## src/rtl/eq_quant_coeff_loader_if.sv

```systemverilog
// Bus bundle between the EQ quant0 register outputs and the coefficient RAM write port.
// The cksum signal exists only when EQ_COEFF_CKSUM_EN is defined.
interface eq_quant_coeff_loader_if #(
    parameter int ADDR_W = 10,
    parameter int COEF_W = 16
);
    logic [31:0]       ctrl_reg;
    logic [31:0]       coef_reg;
    logic [ADDR_W-1:0] bram_addr;
    logic [COEF_W-1:0] bram_din;
    logic              bram_we;
    logic              busy;
    logic              done_pulse;
    logic [15:0]       done_cnt;
    logic              err_ovr;
`ifdef EQ_COEFF_CKSUM_EN
    logic [31:0]       cksum;
`endif

    modport slave (
        input  ctrl_reg, coef_reg,
        output bram_addr, bram_din, bram_we, busy, done_pulse, done_cnt, err_ovr
`ifdef EQ_COEFF_CKSUM_EN
        , output cksum
`endif
    );

    modport master (
        output ctrl_reg, coef_reg,
        input  bram_addr, bram_din, bram_we, busy, done_pulse, done_cnt, err_ovr
`ifdef EQ_COEFF_CKSUM_EN
        , input cksum
`endif
    );
endinterface

```

## src/rtl/eq_quant_coeff_loader.sv

```systemverilog
// Writes committed EQ coefficients (single or wrapping burst) into the coefficient RAM.
// Define EQ_COEFF_CKSUM_EN to add a running checksum of written words.
//
// state   | meaning
// IDLE    | waiting for a commit edge
// WRITE   | one RAM write per cycle, remaining count in rem_q
// DONE    | sequence finished, done_pulse high, back to IDLE next cycle
module eq_quant_coeff_loader #(
    parameter int ADDR_W = 10,
    parameter int COEF_W = 16
) (
    input  logic                     user_clk,
    input  logic                     user_rst,
    eq_quant_coeff_loader_if.slave   loader
);
    localparam logic [1:0] S_IDLE  = 2'd0;
    localparam logic [1:0] S_WRITE = 2'd1;
    localparam logic [1:0] S_DONE  = 2'd2;

    logic [1:0]        state_q, state_d;
    logic              commit_q, commit_d;
    logic [ADDR_W-1:0] rem_q, rem_d;
    logic [ADDR_W-1:0] addr_q, addr_d;
    logic [COEF_W-1:0] din_q, din_d;
    logic              we_q, we_d;
    logic              busy_q, busy_d;
    logic              done_pulse_q, done_pulse_d;
    logic [15:0]       done_cnt_q, done_cnt_d;
    logic              err_ovr_q, err_ovr_d;
    logic              commit_edge;

    assign commit_edge = loader.ctrl_reg[31] & ~commit_q;

    always_comb begin
        state_d      = state_q;
        commit_d     = loader.ctrl_reg[31];
        rem_d        = rem_q;
        addr_d       = addr_q;
        din_d        = din_q;
        we_d         = we_q;
        busy_d       = busy_q;
        done_pulse_d = 1'b0;
        done_cnt_d   = done_cnt_q;
        err_ovr_d    = err_ovr_q;
        case (state_q)
            S_IDLE: begin
                if (commit_edge) begin
                    state_d = S_WRITE;
                    addr_d  = loader.ctrl_reg[ADDR_W-1:0];
                    rem_d   = loader.ctrl_reg[16 +: ADDR_W];
                    din_d   = loader.coef_reg[COEF_W-1:0];
                    we_d    = 1'b1;
                    busy_d  = 1'b1;
                end
            end
            S_WRITE: begin
                if (commit_edge) err_ovr_d = 1'b1;
                if (rem_q == '0) begin
                    state_d      = S_DONE;
                    we_d         = 1'b0;
                    done_pulse_d = 1'b1;
                    done_cnt_d   = done_cnt_q + 16'd1;
                end else begin
                    rem_d  = rem_q - ADDR_W'(1);
                    addr_d = addr_q + ADDR_W'(1);
                end
            end
            S_DONE: begin
                if (commit_edge) err_ovr_d = 1'b1;
                state_d = S_IDLE;
                busy_d  = 1'b0;
            end
            default: begin
                state_d = S_IDLE;
                we_d    = 1'b0;
                busy_d  = 1'b0;
            end
        endcase
    end

    // commit_q resets high so a commit held through reset is not seen as an edge
    always_ff @(posedge user_clk) begin
        if (user_rst) begin
            state_q      <= S_IDLE;
            commit_q     <= 1'b1;
            rem_q        <= '0;
            addr_q       <= '0;
            din_q        <= '0;
            we_q         <= 1'b0;
            busy_q       <= 1'b0;
            done_pulse_q <= 1'b0;
            done_cnt_q   <= '0;
            err_ovr_q    <= 1'b0;
        end else begin
            state_q      <= state_d;
            commit_q     <= commit_d;
            rem_q        <= rem_d;
            addr_q       <= addr_d;
            din_q        <= din_d;
            we_q         <= we_d;
            busy_q       <= busy_d;
            done_pulse_q <= done_pulse_d;
            done_cnt_q   <= done_cnt_d;
            err_ovr_q    <= err_ovr_d;
        end
    end

`ifdef EQ_COEFF_CKSUM_EN
    logic [31:0] cksum_q, cksum_d;

    assign cksum_d = we_q ? (cksum_q + 32'(din_q)) : cksum_q;

    always_ff @(posedge user_clk) begin
        if (user_rst) cksum_q <= '0;
        else          cksum_q <= cksum_d;
    end

    assign loader.cksum = cksum_q;
`endif

    assign loader.bram_addr  = addr_q;
    assign loader.bram_din   = din_q;
    assign loader.bram_we    = we_q;
    assign loader.busy       = busy_q;
    assign loader.done_pulse = done_pulse_q;
    assign loader.done_cnt   = done_cnt_q;
    assign loader.err_ovr    = err_ovr_q;

    wire unused_ok = &{1'b0, loader.ctrl_reg, loader.coef_reg};
endmodule

```

## src/flat_wrapper.sv

```systemverilog
// flat-port wrapper written by rule: the top's interface ports become plain ports
module eq_quant_coeff_loader_flat 
#(
    parameter int ADDR_W = 10,
    parameter int COEF_W = 16
)
  (user_clk, user_rst, loader_ctrl_reg, loader_coef_reg, loader_bram_addr, loader_bram_din, loader_bram_we, loader_busy, loader_done_pulse, loader_done_cnt, loader_err_ovr);
  eq_quant_coeff_loader_if #(.ADDR_W(ADDR_W), .COEF_W(COEF_W)) loader_i ();
  input  logic user_clk;
  input  logic user_rst;
  input wire logic [$bits(loader_i.ctrl_reg)-1:0] loader_ctrl_reg;
  input wire logic [$bits(loader_i.coef_reg)-1:0] loader_coef_reg;
  output wire logic [$bits(loader_i.bram_addr)-1:0] loader_bram_addr;
  output wire logic [$bits(loader_i.bram_din)-1:0] loader_bram_din;
  output wire logic [$bits(loader_i.bram_we)-1:0] loader_bram_we;
  output wire logic [$bits(loader_i.busy)-1:0] loader_busy;
  output wire logic [$bits(loader_i.done_pulse)-1:0] loader_done_pulse;
  output wire logic [$bits(loader_i.done_cnt)-1:0] loader_done_cnt;
  output wire logic [$bits(loader_i.err_ovr)-1:0] loader_err_ovr;
  assign loader_i.ctrl_reg = loader_ctrl_reg;
  assign loader_i.coef_reg = loader_coef_reg;
  assign loader_bram_addr = loader_i.bram_addr;
  assign loader_bram_din = loader_i.bram_din;
  assign loader_bram_we = loader_i.bram_we;
  assign loader_busy = loader_i.busy;
  assign loader_done_pulse = loader_i.done_pulse;
  assign loader_done_cnt = loader_i.done_cnt;
  assign loader_err_ovr = loader_i.err_ovr;
  eq_quant_coeff_loader #(.ADDR_W(ADDR_W), .COEF_W(COEF_W)) u_core (.user_clk(user_clk), .user_rst(user_rst), .loader(loader_i));
endmodule
```

## config.mk

```make
export PLATFORM = sky130hd
export DESIGN_NAME = eq_quant_coeff_loader_flat
export DESIGN_NICKNAME = d
export VERILOG_FILES = /design/src/rtl/eq_quant_coeff_loader_if.sv /design/src/rtl/eq_quant_coeff_loader.sv /design/src/flat_wrapper.sv
export SDC_FILE = /design/constraint.sdc
export NUM_CORES = 1
export LEC_CHECK = 0
export CORE_UTILIZATION = 40
export DETAILED_ROUTE_END_ITERATION = 12
export PLACE_DENSITY_LB_ADDON = 0.2
export SETUP_SLACK_MARGIN = 0.2
export SYNTH_ARGS = -nofsm -noshare
export SYNTH_HDL_FRONTEND = slang
export SYNTH_SLANG_ARGS = --single-unit
```

## constraint.sdc

```tcl
create_clock -name user_clk -period 2.9 [get_ports user_clk]
set_input_delay 0.435 -clock user_clk [delete_from_list [all_inputs] [get_ports user_clk]]
set_output_delay 0.435 -clock user_clk [all_outputs]
set_load 0.01 [all_outputs]
```

**Yosys cells after proc, flatten, opt, wreduce, memory -nomap -nowiden**

Cells that the tools add are included.

- Register bits: 59
- Bits in latches: 0
- RAM bits: 0
- Memory bits (read-only): 0
- Bits of input ports: 66
- Output and inout bits: 46
- Logic and storage cells: 48
- Memories kept: 0

- Add/sub/neg operators: 3
- $mul: 0
- Div/mod/pow operators: 0
- Magnitude comparators: 0
- Equal/unequal tests: 5
- Shift-type cells: 0
- Muxes and demuxes: 14
- Bitwise gates (word level): 4
- Reduce and logical (&&, ||, !) cells: 12

Operators with widths:

| cell | count |
|---|---|
| $mux W10 | 4 |
| $pmux W10 S2 | 2 |
| $add A16 B1 Y16 const B | 1 |
| $add A10 B1 Y10 const B | 1 |
| $logic_not A10 Y1 | 1 |
| $reduce_and A2 Y1 | 5 |
| $sub A10 B1 Y10 const B | 1 |
| $reduce_and A3 Y1 | 2 |
| $mux W2 | 2 |
| $ne A2 B1 Y1 const B | 2 |
| $pmux W2 S2 | 1 |
| $reduce_or A2 Y1 | 2 |
| $mux W1 | 3 |
| $not A1 Y1 | 3 |
| $pmux W1 S3 | 1 |
| $eq A2 B1 Y1 const B | 1 |
| $eq A2 B2 Y1 const B | 1 |
| $logic_not A2 Y1 | 1 |
| $ne A2 B2 Y1 const B | 1 |
| $pmux W1 S2 | 1 |
| $reduce_bool A2 Y1 | 1 |
| $and A1 B1 Y1 | 1 |

**Depth between registers and ports, before layout**

Gate-level depths: netlist (run 1).

- Depth in word-level cells: 4
- Mapped depth: 10
- Gate-level depth less buffers: 7

**Worst setup path after synthesis (run 1)**

OpenSTA, ideal clock, no wires.

- Path kind: register -> register
- From: reg u_core.rem_q[0]
- To: reg u_core.addr_q[3], in the netlist u_core.loader.bram_addr[3]
- Arrival: 2102 ps
- Data required time: 2812 ps
- Setup slack: 710 ps
- Stages on the path, launching flop included: 11
- Path buffers: 3
- Path through: dfxtp_1 > inv_1 > ha_1 > or4b_1 > buf_2 > nor4_4 > or2_1 > buf_6 > buf_12 > a21oi_2 > o32ai_2

- Cells in the longest elaborated chain, start to end: 3

RTL lines:

| what | RTL line | source |
|---|---|---|
| start, declared | eq_quant_coeff_loader.sv:22 | `logic [ADDR_W-1:0] rem_q, rem_d;` |
| start signal, assigned | eq_quant_coeff_loader.sv:97 | `rem_q <= rem_d;` |
| $logic_not A10 Y1 | eq_quant_coeff_loader.sv:58 | `if (rem_q == '0) begin` |
| $ne A2 B2 Y1 (no source line) | n/a |  |
| $reduce_and A3 Y1 (no source line) | n/a |  |
| end signal, assigned | eq_quant_coeff_loader.sv:98 | `addr_q <= addr_d;` |
| end, declared | eq_quant_coeff_loader.sv:23 | `logic [ADDR_W-1:0] addr_q, addr_d;` |

No other way between the ends.
A chain may end at the register's enable or synchronous reset.

**Final worst setup path (run 1)**

- From: reg u_core.rem_q[0]
- To: reg u_core.addr_q[0], in the netlist u_core.loader.bram_addr[0]

The elaborated chain is that of the path after synthesis.

==> impl_results.md, run 1 <==
* Status: finished clean
* Avg Cell Area, Syn at 8.37 um^2
* WP data arrival at 2.63 ns
* TritonCTS clock tree: yes
* Maximum VDD drop at 0.277 mV
* Vias in the first global route at 2,606
* CTS Root Cell: clkbuf_8
* Cells on worst reg2reg path at 8
* Worst slew pin tran at 0.692 ns
* Slew headroom at 53.8%
* Post-synthesis sequential area ratio at 40.0%
* P&R area growth vs syn at 38.8%
* WL final at 7.10 mm
* Setup slack on the worst flop-to-flop path at 0.48 ns
* Cell Rows at 30
* RD Place Congestion at 0.764
* Worst skew pair latency at 0.33 ns
* Syn Nets at 426
* Fin. Hold Viols at 0
* DR vias/cell at 5.21
* CTS Sinks at 59
* Initial Utilization at 42.5%
* Post-synth top flop: dfxtp_1
* Nets at 511
* Critical path data required time at 3.11 ns
* Largest family of logic cells by synthesized area: simple AND/OR/NAND/NOR gates
* Multi-input gate area at 0.00161 mm^2
* Die H at 87.9 um
* Worst Skew at 0.00870 ns
* Number of library cell types mapped by synthesis at 58
* Post-synthesis simple-gate area fraction at 24.6%
* Routed len/inst at 13.2 um
* Fin Setup TNS at 0 ns
* Pwr Density at 484 mW/mm^2
* Gr usage total at 19.4%
* Synth warn at 0
* # IOs at 112
* Post-synthesis adder-cell area fraction at 2.96%
* Pin count of the biggest net entering global routing at 25
* Synth Cell Area at 0.00295 mm^2
* Maximum clock path buffer count at 2
* FF+latch area at 0.00118 mm^2
* Cts hold-fix bufs at 0
* RSZ-0062 raised after global routing: no
* Synth Area in XOR/XNOR at 3.85%
* Antenna violations before repair at 0
* Max-cap violations at 0
* Flops & latches, synth at 59
* First-pass GRT wire length at 11.8 mm
* Initial DRC Count at 96
* Cell area after layout at 0.00410 mm^2
* Crit Path Max Fanout at 15
* Fin crit share at 83.6%
* Routed via count at 2,810
* ANT nets after route at 0
* Compound-Gate Fraction of Synth Area at 22.1%
* Hold Crit Depth at 2
* Post-CTS setup buffers at 0
* HP Class: flip-flop to flip-flop
* F_max at 413 MHz
* EDFF count, synth at 0
* Post-CTS sizing at 0
* CP Launch Type: flip-flop
* Inserted Clock Buffers at 9
* Die footprint at 0.00773 mm^2
* Slew Limit Fails at 0
* DP Area at 0.00388 mm^2
* DP HPWL at 5.03 mm
* Clk slew on worst S/H paths at 0.07 ns
* H-tree Lvls at 3
* Min Tclk post-route at 2.42 ns
* DRC Markers at 0
* Post-synth ARST share at 0%
* CP Class: flip-flop to flip-flop
* Setup Viol. Count Final at 0
* Aggregate global routing overflow at 0
* Die width at 87.9 um
* Post-synthesis mux area share at 1.02%
* Post-Synthesis Cells at 353
* TritonRoute pass-1 iters at 4
* Antenna cells at 0
* Crit. End Element: flip-flop
* Fill cells at 652
* Port Buf Inserts at 84
* Core area at 0.00694 mm^2
* Ratio of cells with drive above 1 in the final layout at 10.4%
* Leak at 1.44 nW
-- final cells by class --
| type | instances | area share, % |
|---|---|---|
| timing repair buffer | 96 | 22.6 |
| tap | 96 | 2.93 |
| clock inverter | 4 | 1.80 |
| multi-input combinational | 261 | 39.3 |
| clock buffer | 12 | 3.54 |
| inverter | 11 | 1.01 |
| sequential | 59 | 28.8 |
-- layout by cell type, fill, tap and decap left out, types with 5 or more instances in the layout --
master and n:
clkdlybuf4s50_1 83, dfxtp_1 59, nand2_1 57, a21oi_1 38, nor2_1 29, nand3_1 13
buf_4 12, inv_1 11, o21ai_0 11, clkbuf_8 10, nor4_1 7, xor2_1 7
a211oi_1 7, ha_1 7, xnor2_1 6, nand4_1 5, nor3_1 5, nor2b_1 5
-- registers in the layout (all words and copies together), names as in the netlist --
register                  flops
u_core.loader.busy            1
u_core.rem_q                 10
u_core.loader.done_cnt       16
u_core.loader.bram_we         1
u_core.loader.bram_din       16
u_core.commit_q               1
u_core.state_q                2
u_core.loader.err_ovr         1
u_core.loader.done_pulse      1
u_core.loader.bram_addr      10
-- synthesized netlist by cell type, types with 2 or more instances --
library cell / number / area share, %
o31ai_1: 2 / 0.51
xnor2_1: 6 / 1.8
or2_2: 2 / 0.42
nor4_1: 7 / 1.5
o21ai_0: 11 / 1.9
clkbuf_1: 15 / 1.9
nand2b_1: 2 / 0.42
a211oi_1: 7 / 1.8
xor2_1: 7 / 2.1
nor4b_1: 2 / 0.59
inv_1: 11 / 1.4
and3_1: 3 / 0.64
and2_1: 4 / 0.85
buf_6: 2 / 0.76
nand4_1: 5 / 1.1
o32ai_2: 4 / 2.2
ha_1: 7 / 3.0
mux2i_1: 3 / 1.0
o21a_1: 3 / 0.76
nand2_1: 57 / 7.2
a41oi_1: 3 / 0.89
nor3_1: 5 / 0.85
a21oi_2: 4 / 1.2
a21oi_1: 38 / 6.4
nor2_1: 29 / 3.7
a32o_1: 2 / 0.68
buf_2: 2 / 0.34
o32ai_1: 3 / 0.89
nand3_1: 13 / 2.2
nor2b_1: 5 / 1.1
and4_1: 3 / 0.89
dfxtp_1: 59 / 40
o31a_1: 2 / 0.59
-- through the flow --
step                hold WS [ns]  utilization [%]  power (mW)  std cells  setup WS [ns]
global placement           0.441             55.9        1.17        523          0.498
detailed placement         0.447             55.9        1.17        523          0.437
CTS                        0.456             59.0        2.00        539          0.489
floorplan                  0.480                -        1.04        353          0.710
global route               0.482             59.0        2.07        539          0.321
finish                     0.453             59.0        1.98        539          0.477
-- metal layers --
metal	share of wire (%)	vias up	routed length, um	global-route usage [%]
met5	0	-	0	0
met4	1.1	0	79	8.64
met3	5.7	8	404	3.58
met2	46	80	3280	31.4
met1	47	1293	3340	25.3
li1	-	1429	-	-
-- path summary, 6_finish.rpt --
kind,start,end
setup / recovery,u_core.rem_q[0]$_SDFFE_PP0P_,u_core.loader.bram_addr[0]$_SDFFE_PP0P_
hold / removal,u_core.loader.bram_din[9]$_SDFFE_PP0P_,u_core.loader.bram_din[9]$_SDFFE_PP0P_
setup reg to reg,u_core.rem_q[0]$_SDFFE_PP0P_,u_core.loader.bram_addr[0]$_SDFFE_PP0P_
hold reg to reg,u_core.loader.bram_din[9]$_SDFFE_PP0P_,u_core.loader.bram_din[9]$_SDFFE_PP0P_
-- cells by family after synthesis --
kind of cell / Yosys count
DFF: 59
AOI/OAI and AO/OA: 91
xor gates and xnor gates: 13
adders and majority gates: 7
buffers and inverters: 33
muxes: 3
and+or+nand+nor: 147
-- report_power, final --
| group | switching, mW | internal (mW) | total, mW |
|---|---|---|---|
| Sequential | 0.0245 | 0.836 | 0.861 |
| Clock | 0.318 | 0.508 | 0.826 |
| Combinational | 0.148 | 0.147 | 0.296 |
| Total | 0.490 | 1.49 | 1.98 |
-- worst max-delay path, stage by stage (launching register included) --
cell and delay [ns]:
dfxtp_1 0.32, inv_1 0.12, ha_1 0.25, or4b_1 0.63
nor4_4 0.33, nor2_2 0.21, buf_4 0.22, a21oi_1 0.15
a311oi_2 0.06
No activity file was read; power rests on OpenSTA's default activity.
==> run 2: changes to the inputs <==
==> constraint.sdc (replaced) <==
create_clock -name user_clk -period 2.2 [get_ports user_clk]
set_input_delay 0.33 -clock user_clk [delete_from_list [all_inputs] [get_ports user_clk]]
set_output_delay 0.33 -clock user_clk [all_outputs]
set_load 0.01 [all_outputs]
==> run 2 against run 1 <==
Against the previous run:
- utilization increased by 3.3 points
- global-route usage is 0.48 points higher
- critical path depth did not move
- combinational power is 50% higher
- clock skew up 0.0019 ns
- power is 36% higher
- register-to-register slack worse by 0.28 ns
- critical path type unchanged
- critical endpoint is now u_core.loader.bram_addr[7]$_SDFFE_PP0P_
- highest routed layer unchanged
==> impl_results.md, run 2 (synthesized netlist as in run 1, its figures left out) <==
* Hold Path Sink: u_core.rem_q[0]$_SDFFE_PP0P_
* Crit. End Element: flip-flop
* Min Tclk post-route at 2.00 ns (-0.424 ns)
* CTS Sinks at 59 (unchanged)
* Worst Skew at 0.0106 ns (+0.00186 ns)
* Vias in the first global route at 2,597 (-0.35%)
* Pwr Density at 625 mW/mm^2 (+29%)
* Crit Path Max Fanout at 6 (-9)
* Crit-path cells: inv_4, ha_4, or4b_4, nor4_4, nor2_2, buf_6, a211o_1, o31ai_2
* Initial Utilization at 42.5% (unchanged)
* Maximum clock path buffer count at 2 (unchanged)
* Fin. Hold Viols at 0 (unchanged)
* First-pass GRT wire length at 12.0 mm (+1.2%)
* # IOs at 112 (unchanged)
* Die H at 87.9 um (unchanged)
* Core area at 0.00694 mm^2 (unchanged)
* Setup slack on the worst flop-to-flop path at 0.20 ns (-0.28 ns)
* CP top delay family: simple AND/OR/NAND/NOR gates
* Crit-path slowest cell: or4b_4
* CTS Root Cell: clkbuf_8
* ANT nets after route at 0 (unchanged)
* Initial DRC Count at 142 (+48%)
* TritonCTS clock tree: yes
* Gr usage total at 19.9% (+0.48 points)
* Slew headroom at 64.0% (+10 points)
* Cell Rows at 30 (unchanged)
* H-tree Lvls at 3 (unchanged)
* Post-Place Setup Slack at 0.111 ns (-0.325 ns)
* Cells on worst reg2reg path at 8 (unchanged)
* HP Class: input pin to flip-flop
* Fin Setup TNS at 0 ns (unchanged)
* Slew Limit Fails at 0 (unchanged)
* Max-cap violations at 0 (unchanged)
* Most frequent cells in the layout: clkdlybuf4s50_1 (83), nand2_1 (57), dfxtp_1 (57)
* Inserted Clock Buffers at 9 (unchanged)
* F_max at 500 MHz (+21%)
* Critical path data required time at 2.47 ns (-0.64 ns)
* Worst slew pin tran at 0.539 ns (-0.153 ns)
* WL final at 7.51 mm (+5.9%)
* Post-route setup slack at 0.201 ns (-0.276 ns)
* Hold Crit Depth at 2 (unchanged)
* DR vias/cell at 5.17 (-0.78%)
* Routed len/inst at 13.7 um (+3.8%)
* Maximum VDD drop at 0.320 mV (+15%)
* Setup Viol. Count Final at 0 (unchanged)
* Die width at 87.9 um (unchanged)
* Commonest non-fill, non-tap cell in the layout: clkdlybuf4s50_1
* DP HPWL at 5.19 mm (+3.3%)
* Routed via count at 2,845 (+1.2%)
* RD Place Congestion at 0.797 (+4.3%)
* Aggregate global routing overflow at 0 (unchanged)
* CP Class: flip-flop to flip-flop
* Pin count of the biggest net entering global routing at 26 (+4.0%)
* Port Buf Inserts at 84 (unchanged)
* Reg-to-reg startpoint: u_core.rem_q[0]$_SDFFE_PP0P_
* Clk slew on worst S/H paths at 0.08 ns (about the same)
* RSZ-0062 raised after global routing: yes
* Cts hold-fix bufs at 0 (unchanged)
* R2R Path End: u_core.loader.bram_addr[7]$_SDFFE_PP0P_
* P&R area growth vs syn at 46.5%
* Hold Crit Start: user_rst
* Ratio of cells with drive above 1 in the final layout at 17.4% (+7.0 points)
* Antenna cells at 0 (unchanged)
* Highest cell delay on the worst timing path at 0.52 ns (-0.11 ns)
* WP data arrival at 2.27 ns (-0.36 ns)
* Status: finished clean
* Fin crit share at 90.9% (+7.3 points)
* TritonRoute pass-1 iters at 4 (unchanged)
* CP Launch Type: flip-flop
* DRC Markers at 0 (unchanged)
* Leak at 1.52 nW (+5.3%)
* Antenna violations before repair at 0 (unchanged)
* Die footprint at 0.00773 mm^2 (unchanged)
* Worst skew pair latency at 0.35 ns (+0.02 ns)
* Critical path buffers and inverters at 2 (unchanged)
* Nets at 522 (+2.2%)
## run 2: through the flow
stage               util, %  hold WS [ns]  power [mW]  cells  area (um^2)
global placement       56.8         0.441        1.56    526         3950
global route           62.3         0.429        2.81    550         4330
CTS                    60.3         0.409        2.69    544         4190
floorplan                 -         0.437        1.39    353         2990
detailed placement     56.8         0.446        1.56    526         3950
finish                 62.3         0.418        2.70    550         4330
## run 2: worst reg2reg max path: stages, from the launching register on
cell and delay (ns):
dfxtp_4 0.36, inv_4 0.07, ha_4 0.14, or4b_4 0.52
nor4_4 0.25, nor2_2 0.09, buf_6 0.15, a211o_1 0.27
o31ai_2 0.06
## run 2: timing repair
action,CTS,global route
setup endpoints to repair,9,28
gates resized for setup,2,21
setup buffers,2,5
hold endpoints to repair,0,0
cloned,0,1
pin swaps,0,4
## run 2: worst max path at each step
stage                     depth (start not counted)                                      end  slack [ns]                          from
final                                             8  u_core.loader.bram_addr[7]$_SDFFE_PP0P_        0.20  u_core.rem_q[0]$_SDFFE_PP0P_
after global placement                            7  u_core.loader.done_cnt[15]$_SDFFE_PP0P_        0.17  u_core.rem_q[0]$_SDFFE_PP0P_
after global routing                              8  u_core.loader.bram_addr[7]$_SDFFE_PP0P_        0.12  u_core.rem_q[0]$_SDFFE_PP0P_
after floorplan                                   9  u_core.loader.bram_addr[3]$_SDFFE_PP0P_        0.17  u_core.rem_q[0]$_SDFFE_PP0P_
after detailed placement                          7  u_core.loader.done_cnt[15]$_SDFFE_PP0P_        0.11  u_core.rem_q[0]$_SDFFE_PP0P_
after CTS                                         8  u_core.loader.bram_addr[7]$_SDFFE_PP0P_        0.20  u_core.rem_q[0]$_SDFFE_PP0P_
## run 2: cell type report
| class | instances | area [um^2] |
|---|---|---|
| Clock buffer | 9 | 124 |
| Multi-Input combinational cell | 261 | 1710 |
| Timing Repair Buffer | 107 | 1050 |
| Tap cell | 96 | 120 |
| Fill cell | 607 | 2620 |
| Sequential cell | 59 | 1190 |
| Clock inverter | 7 | 100 |
| Inverter | 11 | 43.8 |
## run 2: report_power, final
part | switching [mW] | internal, mW | leakage [nW]
clock | 0.482 | 0.645 | 0.114
sequential | 0.0334 | 1.10 | 0.480
combinational | 0.213 | 0.230 | 0.927
## run 2: routing by layer
metal  up-vias  GRT usage (%)  wire, um
met4         0           8.05       141
met2        80           33.8      3620
met1      1303           24.3      3350
met3        13           4.52       396
met5         -              0         0
li1       1449              -         -
